**config.mk**
```make
export PLATFORM = sky130hd
export DESIGN_NAME = pc_unit
export DESIGN_NICKNAME = d
export VERILOG_FILES = /design/src/rtl/pc_pkg.sv /design/src/rtl/ras_stack.sv /design/src/rtl/pc_unit.sv
export SDC_FILE = /design/constraint.sdc
export NUM_CORES = 1
export LEC_CHECK = 0
export CORE_UTILIZATION = 45
export CTS_CLUSTER_DIAMETER = 120
export DETAILED_ROUTE_END_ITERATION = 8
export GPL_TIMING_DRIVEN = 0
export PLACE_DENSITY = 0.7
export SLEW_MARGIN = 20
export SYNTH_ARGS = -nofsm -noshare
export SYNTH_HDL_FRONTEND = slang
export SYNTH_SLANG_ARGS = --single-unit
export TNS_END_PERCENT = 1
```
**constraint.sdc**
```tcl
create_clock -name clk -period 15.19 [get_ports clk]
set_clock_uncertainty 0.05 [all_clocks]
set_input_delay 3.7975 -clock clk [delete_from_list [all_inputs] [get_ports clk]]
set_output_delay 3.7975 -clock clk [all_outputs]
set_load 0.02 [all_outputs]
```
**src/rtl/pc_pkg.sv**
```systemverilog
// Shared constants and next-PC select encoding for the fetch PC unit.
// No logic; imported by pc_unit and ras_stack.
// Default vectors are 32-bit; modules cast them to their own XLEN.
package pc_pkg;

    localparam logic [31:0] DEFAULT_RESET_VECTOR = 32'h0000_0000;
    localparam logic [31:0] DEFAULT_TRAP_VECTOR  = 32'h0000_0080;
    localparam int          PC_INC               = 4;

    typedef enum logic [2:0] {
        SEL_SEQ,
        SEL_BRANCH,
        SEL_JUMP,
        SEL_RET,
        SEL_TRAP
    } next_pc_sel_e;

endpackage

```
**src/rtl/ras_stack.sv**
```systemverilog
// Circular return-address stack: push/pop/replace, saturating count.
// Latency: writes and pointer moves land on the next rising edge.
// Backpressure: none; enable=0 holds all state and suppresses underflow.
module ras_stack
    import pc_pkg::*;
#(
    parameter int  XLEN  = 32,
    parameter int  DEPTH = 4,
    localparam int PW    = $clog2(DEPTH),
    localparam int CW    = PW + 1
) (
    input  logic            clk,
    input  logic            reset,
    input  logic            enable,
    input  logic            push,
    input  logic            pop,
    input  logic            replace,
    input  logic [XLEN-1:0] wdata,
    output logic [XLEN-1:0] top,
    output logic [CW-1:0]   count,
    output logic            full,
    output logic            empty,
    output logic            underflow
);

    logic [XLEN-1:0] mem_q [DEPTH];
    logic [PW-1:0]   tp_q, tp_d;
    logic [CW-1:0]   cnt_q, cnt_d;
    logic            uflow_q, uflow_d;
    logic [PW-1:0]   wr_idx;
    logic            wr_en;

    assign top       = mem_q[tp_q];
    assign count     = cnt_q;
    assign full      = (cnt_q == CW'(DEPTH));
    assign empty     = (cnt_q == '0);
    assign underflow = uflow_q;

    // Pointer/count update; push+pop together only reaches here when empty,
    // in which case the push wins and the pop is reported as underflow.
    always_comb begin
        tp_d    = tp_q;
        cnt_d   = cnt_q;
        uflow_d = 1'b0;
        wr_en   = 1'b0;
        wr_idx  = tp_q;
        if (enable) begin
            if (replace) begin
                wr_en  = 1'b1;
                wr_idx = tp_q;
            end else if (push) begin
                wr_en  = 1'b1;
                wr_idx = tp_q + 1'b1;
                tp_d   = tp_q + 1'b1;
                if (!full) begin
                    cnt_d = cnt_q + 1'b1;
                end
            end else if (pop && !empty) begin
                tp_d  = tp_q - 1'b1;
                cnt_d = cnt_q - 1'b1;
            end
            uflow_d = pop & empty;
        end
    end

    // Pointer, count and underflow pulse registers.
    always_ff @(posedge clk) begin
        if (reset) begin
            tp_q    <= '0;
            cnt_q   <= '0;
            uflow_q <= 1'b0;
        end else begin
            tp_q    <= tp_d;
            cnt_q   <= cnt_d;
            uflow_q <= uflow_d;
        end
    end

    // Entry storage is deliberately not cleared by reset; count gates validity.
    always_ff @(posedge clk) begin
        if (!reset && wr_en) begin
            mem_q[wr_idx] <= wdata;
        end
    end

endmodule

```
**src/rtl/pc_unit.sv**
```systemverilog
// Fetch PC register with prioritised ret/jump/branch redirect and a RAS.
// Latency: one cycle from sampled controls to pc_out; no bubbles.
// Backpressure: enable=0 stalls PC and RAS; optional PC_MISALIGN_TRAP_EN traps misaligned targets.
module pc_unit
    import pc_pkg::*;
#(
    parameter int              XLEN         = 32,
    parameter logic [XLEN-1:0] RESET_VECTOR = XLEN'(DEFAULT_RESET_VECTOR),
    parameter int              RAS_DEPTH    = 4,
    parameter logic [XLEN-1:0] TRAP_VECTOR  = XLEN'(DEFAULT_TRAP_VECTOR)
) (
    input  logic                       clk,
    input  logic                       reset,
    input  logic                       enable,
    input  logic                       branch_taken,
    input  logic [XLEN-1:0]            branch_target,
    input  logic                       jump,
    input  logic [XLEN-1:0]            jump_target,
    input  logic                       call,
    input  logic                       ret,
    output logic [XLEN-1:0]            pc_out,
    output logic [XLEN-1:0]            pc_plus4,
    output logic [$clog2(RAS_DEPTH):0] ras_count,
    output logic                       ras_empty,
    output logic                       ras_full,
    output logic                       ras_underflow,
    output logic                       misalign
);

    logic [XLEN-1:0] pc_q, pc_d;
    logic            misalign_q;
    logic [XLEN-1:0] ras_top;
    logic [XLEN-1:0] redir_tgt;
    logic            ret_hit;
    logic            trap_hit;
    next_pc_sel_e    sel_raw, sel;

    assign pc_out   = pc_q;
    assign pc_plus4 = pc_q + XLEN'(PC_INC);
    assign misalign = misalign_q;

    // A ret that finds a valid entry; call+ret on such an entry rewrites the top in place.
    assign ret_hit = ret & ~ras_empty;

    ras_stack #(
        .XLEN  (XLEN),
        .DEPTH (RAS_DEPTH)
    ) u_ras (
        .clk       (clk),
        .reset     (reset),
        .enable    (enable),
        .push      (call & ~ret_hit),
        .pop       (ret & ~(call & ret_hit)),
        .replace   (call & ret_hit),
        .wdata     (pc_plus4),
        .top       (ras_top),
        .count     (ras_count),
        .full      (ras_full),
        .empty     (ras_empty),
        .underflow (ras_underflow)
    );

    // Redirect priority: ret over jump over branch; ret on an empty RAS falls through to sequential.
    always_comb begin
        sel_raw = SEL_SEQ;
        if (ret) begin
            if (!ras_empty) begin
                sel_raw = SEL_RET;
            end
        end else if (jump) begin
            sel_raw = SEL_JUMP;
        end else if (branch_taken) begin
            sel_raw = SEL_BRANCH;
        end
    end

    // Candidate redirect target plus the optional alignment trap on it.
    always_comb begin
        case (sel_raw)
            SEL_RET:    redir_tgt = ras_top;
            SEL_JUMP:   redir_tgt = jump_target;
            SEL_BRANCH: redir_tgt = branch_target;
            default:    redir_tgt = pc_plus4;
        endcase
`ifdef PC_MISALIGN_TRAP_EN
        trap_hit = (sel_raw != SEL_SEQ) && (redir_tgt[1:0] != 2'b00);
`else
        trap_hit = 1'b0;
`endif
        sel = trap_hit ? SEL_TRAP : sel_raw;
    end

    // Final next-PC mux.
    always_comb begin
        case (sel)
            SEL_TRAP: pc_d = TRAP_VECTOR;
            SEL_SEQ:  pc_d = pc_plus4;
            default:  pc_d = redir_tgt;
        endcase
    end

    // PC and misalign pulse registers; reset beats everything, stall holds PC.
    always_ff @(posedge clk) begin
        if (reset) begin
            pc_q       <= RESET_VECTOR;
            misalign_q <= 1'b0;
        end else if (enable) begin
            pc_q       <= pc_d;
            misalign_q <= trap_hit;
        end else begin
            misalign_q <= 1'b0;
        end
    end

endmodule

```
# After elaboration in Yosys (flattened, before gate mapping)
# Memory sizes are Yosys's and may differ from the RTL's. A register that Yosys moved wholly into a read port is not among the register bits.
# Cells that the tools add are included.
# op_classes
n_reduce_logical,10
eq_ne,6
addsub,5
n_mux,21
bitwise,9
# ops
cell,count
32-bit one-hot mux with 3 select lines,1
32-bit one-hot mux with 2 select lines,1
"32-bit by 3-bit adder with 32-bit output, second input constant",1
2-bit two-way mux,9
3-bit two-way mux,4
"3-bit by 2-bit equality test with 1-bit output, second input constant",2
"3-bit equality test, second input constant",2
3-bit zero test,2
1-bit two-way mux,6
1-bit AND,5
1-bit inverter,4
4-bit AND reduction,1
"3-bit by 1-bit adder with 3-bit output, second input constant",1
"3-bit by 1-bit equality test with 1-bit output, second input constant",1
3-bit AND reduction,1
"3-bit by 1-bit subtractor with 3-bit output, second input constant",1
"2-bit by 1-bit adder with 2-bit output, second input constant",1
1-bit logical AND,2
1-bit zero test,2
"2-bit != test, second input constant",1
2-bit nonzero test,1
2-bit OR reduction,1
"2-bit by 1-bit subtractor with 2-bit output, second input constant",1
# totals
inputBits,71
wordCells,56
out_inout_bits,71
regBits,38
ram_bits,128
mem_count,1
# mem_list
name,depth,width,rd,rd_ports_with_merged_regs,write_ports,line_no,source
u_ras.mem_q,4,32,1,1,1,ras_stack.sv:26,logic [XLEN-1:0] mem_q [DEPTH];

# Logic depth before layout (Yosys ltp)
# depth
ltp_word,11
mapped_depth,8
mapped_depth_nobuf,7

# Modules after synthesis
# From an unflattened synthesis, not the netlist that was laid out.
# unflattened
hier_cells,583
hier_area_um2,7801.2
# by_module_without_submodules
module,instances,cells_each,area_each_um2,seq_area_each_um2
ras_stack,1,232,5109.9,4003.8
pc_unit,1,351,2691.3,640.6

# Least setup slack after synthesis
# Ideal clock, no wire load.
# synth_timing
path_kind,input to register
start,input port call
end,"memory u_ras.mem_q[2][0], enable pin"
setup_ns,0.468
required_time_ns,14.672
n_path_buf,1
t_arrival_ns,7.085
setup_slack_ns,7.587
stages,5
path_cell_list,clkbuf_1 -> nand2_1 -> ha_1 -> a21oi_1 -> nor3b_1
# synth_via
elab_chain_cells,7
word_cells_on_any_way,11
classes_between,mux: 8; bitwise: 2; reduce/logical: 1
# synth_lines
item,line_no,source
"start, declared",pc_unit.sv:19,"input logic call,"
1-bit AND,pc_unit.sv:52,".push (call & ~ret_hit),"
1-bit two-way mux,ras_stack.sv:51,end else if (push) begin
1-bit two-way mux,ras_stack.sv:48,if (replace) begin
1-bit two-way mux,ras_stack.sv:47,if (enable) begin
1-bit logical AND,ras_stack.sv:81,if (!reset && wr_en) begin
1-bit two-way mux,ras_stack.sv:81,
1-bit two-way mux (not written as such),ras_stack.sv:82,mem_q[wr_idx] <= wdata;
"end, declared",ras_stack.sv:26,
# Parallel ways exist; a longest one is shown, timed or not.

# Worst setup path in the final report
# layout_timing
start,"register pc_q[2], in the netlist pc_out[2]"
end,output port pc_plus4[22]
# layout_via
elab_chain_cells,1
# layout_lines
item,line_no,source
"start, declared",pc_unit.sv:30,"logic [XLEN-1:0] pc_q, pc_d;"
"start signal, assigned",pc_unit.sv:108,pc_q <= pc_d;
32-bit by 3-bit adder with 32-bit output,pc_unit.sv:39,assign pc_plus4 = pc_q + XLEN'(PC_INC);
"end, declared",pc_unit.sv:22,"output logic [XLEN-1:0] pc_plus4,"
# No other way between the ends.

==> results.md <==
- Register clock-pin slew on the reported worst setup and hold paths: 0.06 ns
- DRT antenna net count: 0
- GR Overflow Total: 0
- Clock buffer count from CTS: 17
- CP top delay family: simple AND/OR/NAND/NOR gates
- Outcome: finished clean
- # rows: 48
- Finished Core Util: 60.0%
- Final hold vios: 0
- Post-synth top area share: 47.9%
- Drc violations: 0
- Max FO, Critical Path: 9
- Vias in the first global route: 6077
- ANT cells: 0
- Die X: 136 um
- Routed wire length: 23600 um
- Synth area leaders: edfxtp_1, dfxtp_1, mux4_2
- Detailed placement HPWL: 17200 um
- Via density: 6.09
- Post-synth EDFFs: 128
- Crit. End Element: output pin
- Met3 Use GR: 5.65%
- H-tree depth: 4
- Clock tree from TritonCTS: yes
- Slowest CP cell: clkdlybuf4s50_1
- Pins over their slew limit: 0
- Layout fillers: 1350
- Top post-synthesis cells by count: edfxtp_1, nor2_1, dfxtp_1, nand2_1, o21ai_0
- Buf+Inv Stages, Crit Path: 1
- Synth unique cells: 73
- Register bit total from synthesis: 168
- Crit-path max cell delay: 0.71 ns
- Share of cells above drive strength 1: 14.8%
- Synth area leader: edfxtp_1
- Netlist Area Pre-Place: 8020 sq um
- VDD IR-drop max: 0.0837 mV
- Initial core utilization: 46.2%
- Synth Net Count: 688
- Sinks on Clock Net: 168
- Most used cell, CP: nand3_1
- Register area share after synthesis: 57.9%
- Tmin final: 7.28 ns
- Leak: 3.54 nW
- Largest net degree at the start of global routing: 18
- Syn_area_per_cell: 13.1 sq um
- Hold Path Class: reg2reg
- 1st-iter DRT viols: 666
- Clock latency on the worst-skew pair: 0.44 ns
- Top-count cell post-synth: edfxtp_1
- Worst setup SP type: register
- Fmax: 137 MHz
- Post-synth top flop: edfxtp_1
- P&R area growth vs syn: 29.8%
- Clock Tree Buf Depth: 2
- Hold-fix buffers, CTS: 0
- Max-cap violations: 0
- Routed vias: 6211
- Worst-Margin Slew: 1.01 ns
- Initial antenna violation count: 0
- Met1 Use GR: 34.7%
- RSZ-0062 raised after global routing: false
- Die area: 18400 sq um
- # IOs: 142
- P per Cell Area: 119 nW/um^2
- Crit Path Class: reg2out
- GRT Overall Usage: 27.0%
- Post-CTS setup buffer count: 0
- Relative slew slack: 32.2%
- Wirelength per Cell: 23.1 um
- Post-synth ARST share: 0%
- Cts repair resizes: 0
- Worst path cell trace: ha_1 > nand3_1 > nor4_4 > nand3_1 > xnor2_1 > clkdlybuf4s50_1
- Synth warn: 0
- First-pass GRT wire length: 35400 um
- Final Power: 0.00124 W
- Core area: 17400 sq um
- Port bufs: 137
- Final setup viols: 0
- WP data arrival: 3.43 ns
- Worst Path Required: 11.34 ns
- TritonRoute pass-1 iters: 5
- Final GP Congestion: 0.906
- Fin crit share: 47.9%
- CTS root buf: clkbuf_16
- Met2 GRT Util: 43.2%
- Height of the chip: 136 um
- Setup total negative slack: 0 ns
- Nets@finish: 857
- GRT Max-Usage Layer: met2
- Post-Syn Instances: 613
-- through the flow --
step                      hold slack (ns)  cell area, sq um  std cells  worst slack, ns
after floorplan                     0.465              8020        613             7.59
after global placement              0.486              9680        975             4.63
after detailed placement            0.504              9830        988             8.20
after CTS                           0.515             10400       1020             7.97
after global routing                0.530             10400       1020             7.66
final                               0.506             10400       1020             7.91
-- report_power, final --
group / total, W / switching [W] / internal, W / leakage (nW)
combinational: 0.000263 / 0.000145 / 0.000118 / 1.74
sequential: 0.000548 / 0.0000239 / 0.000524 / 1.51
clock: 0.000433 / 0.000186 / 0.000248 / 0.286
total: 0.00124 / 0.000354 / 0.000890 / 3.54
-- worst paths after layout --
| check | startpoint | end | slack (ns) | cells past startpoint |
|---|---|---|---|---|
| setup / recovery | pc_out[2]$_SDFFE_PP0P_ | pc_plus4[22] | 7.91 | 6 |
| hold / removal | pc_out[0]$_SDFFE_PP0P_ | u_ras.mem_q[0][0]$_DFFE_PP_ | 0.51 | 0 |
| setup reg to reg | u_ras.count[0]$_SDFFE_PP0P_ | u_ras.mem_q[2][13]$_DFFE_PP_ | 11.98 | 8 |
| hold reg to reg | pc_out[0]$_SDFFE_PP0P_ | u_ras.mem_q[0][0]$_DFFE_PP_ | 0.51 | 0 |
-- final cells by class --
cell class	count	area (sq um)	share of cell area [%]
Timing Repair Buffer	150	1500	14.4
Clock inverter	14	149	1.43
Inverter	7	26.3	0.252
Clock buffer	18	439	4.22
Multi-Input combinational cell	387	3040	29.2
Tap cell	225	282	2.70
Buffer	51	325	3.12
Sequential cell	168	4640	44.6
-- kinds of logic (layout without fill, tap and decap cells) --
group | count (synthesis) | in the layout | share of synthesized area, %
buffers and inverters | 58 | 240 | 4.38
XOR/XNOR | 31 | 31 | 3.38
AO/OA/AOI/OAI | 154 | 154 | 12.9
flip-flops | 168 | 168 | 57.9
AND/OR/NAND/NOR | 154 | 154 | 10.3
multiplexers | 43 | 43 | 10.4
adder cells (fa/ha/maj) | 4 | 4 | 0.717
other | 1 | 1 | 0.0467
-- state kept, by name, summed over array words and instances (netlist names), named ones only --
register / count
u_ras.mem_q: 128
u_ras.underflow: 1
u_ras.count: 3
pc_out: 32
u_ras.tp_q: 2
-- layer usage --
metal  routed length (um)  share of wire, %
met2                11300                48
met4                  798               3.4
met1                 9470                40
met5                    0                 0
met3                 1990               8.4
-- cell usage in the layout (no fill, tap or decap), drive strengths merged, types with 2 or more instances in the layout --
master | netlist | final
clkinv | 0 | 7
o21a | 2 | 2
bufinv | 0 | 2
clkdlybuf4s50 | 0 | 137
clkinvlp | 0 | 2
nor4 | 7 | 7
nor2 | 50 | 50
a221oi | 4 | 4
a21oi | 29 | 29
nor3 | 10 | 10
a22oi | 27 | 27
o21ai | 37 | 37
mux2i | 10 | 10
a2bb2oi | 2 | 2
o311ai | 2 | 2
buf | 13 | 26
clkbuf | 36 | 54
bufbuf | 2 | 2
nand3b | 2 | 2
nand3 | 12 | 12
and3 | 8 | 8
o211ai | 13 | 13
mux4 | 32 | 32
a221o | 2 | 2
ha | 3 | 3
o31ai | 3 | 3
edfxtp | 128 | 128
nor3b | 3 | 3
xor2 | 9 | 9
a21o | 2 | 2
nand2 | 40 | 40
and4 | 7 | 7
inv | 7 | 10
dfxtp | 40 | 40
nand4 | 9 | 9
a311oi | 3 | 3
xnor2 | 22 | 22
a22o | 5 | 5
o22ai | 9 | 9
a211oi | 3 | 3
-- worst register-to-register path: stages (launching register included) --
cell and delay, ns:
dfxtp_1 0.35, clkbuf_1 0.21, o31ai_2 0.54, nand2_1 0.25, ha_1 0.33, a21oi_1 0.30
nor3b_2 0.46, buf_6 0.23, buf_4 0.22
(Power assumes the default switching activity.)
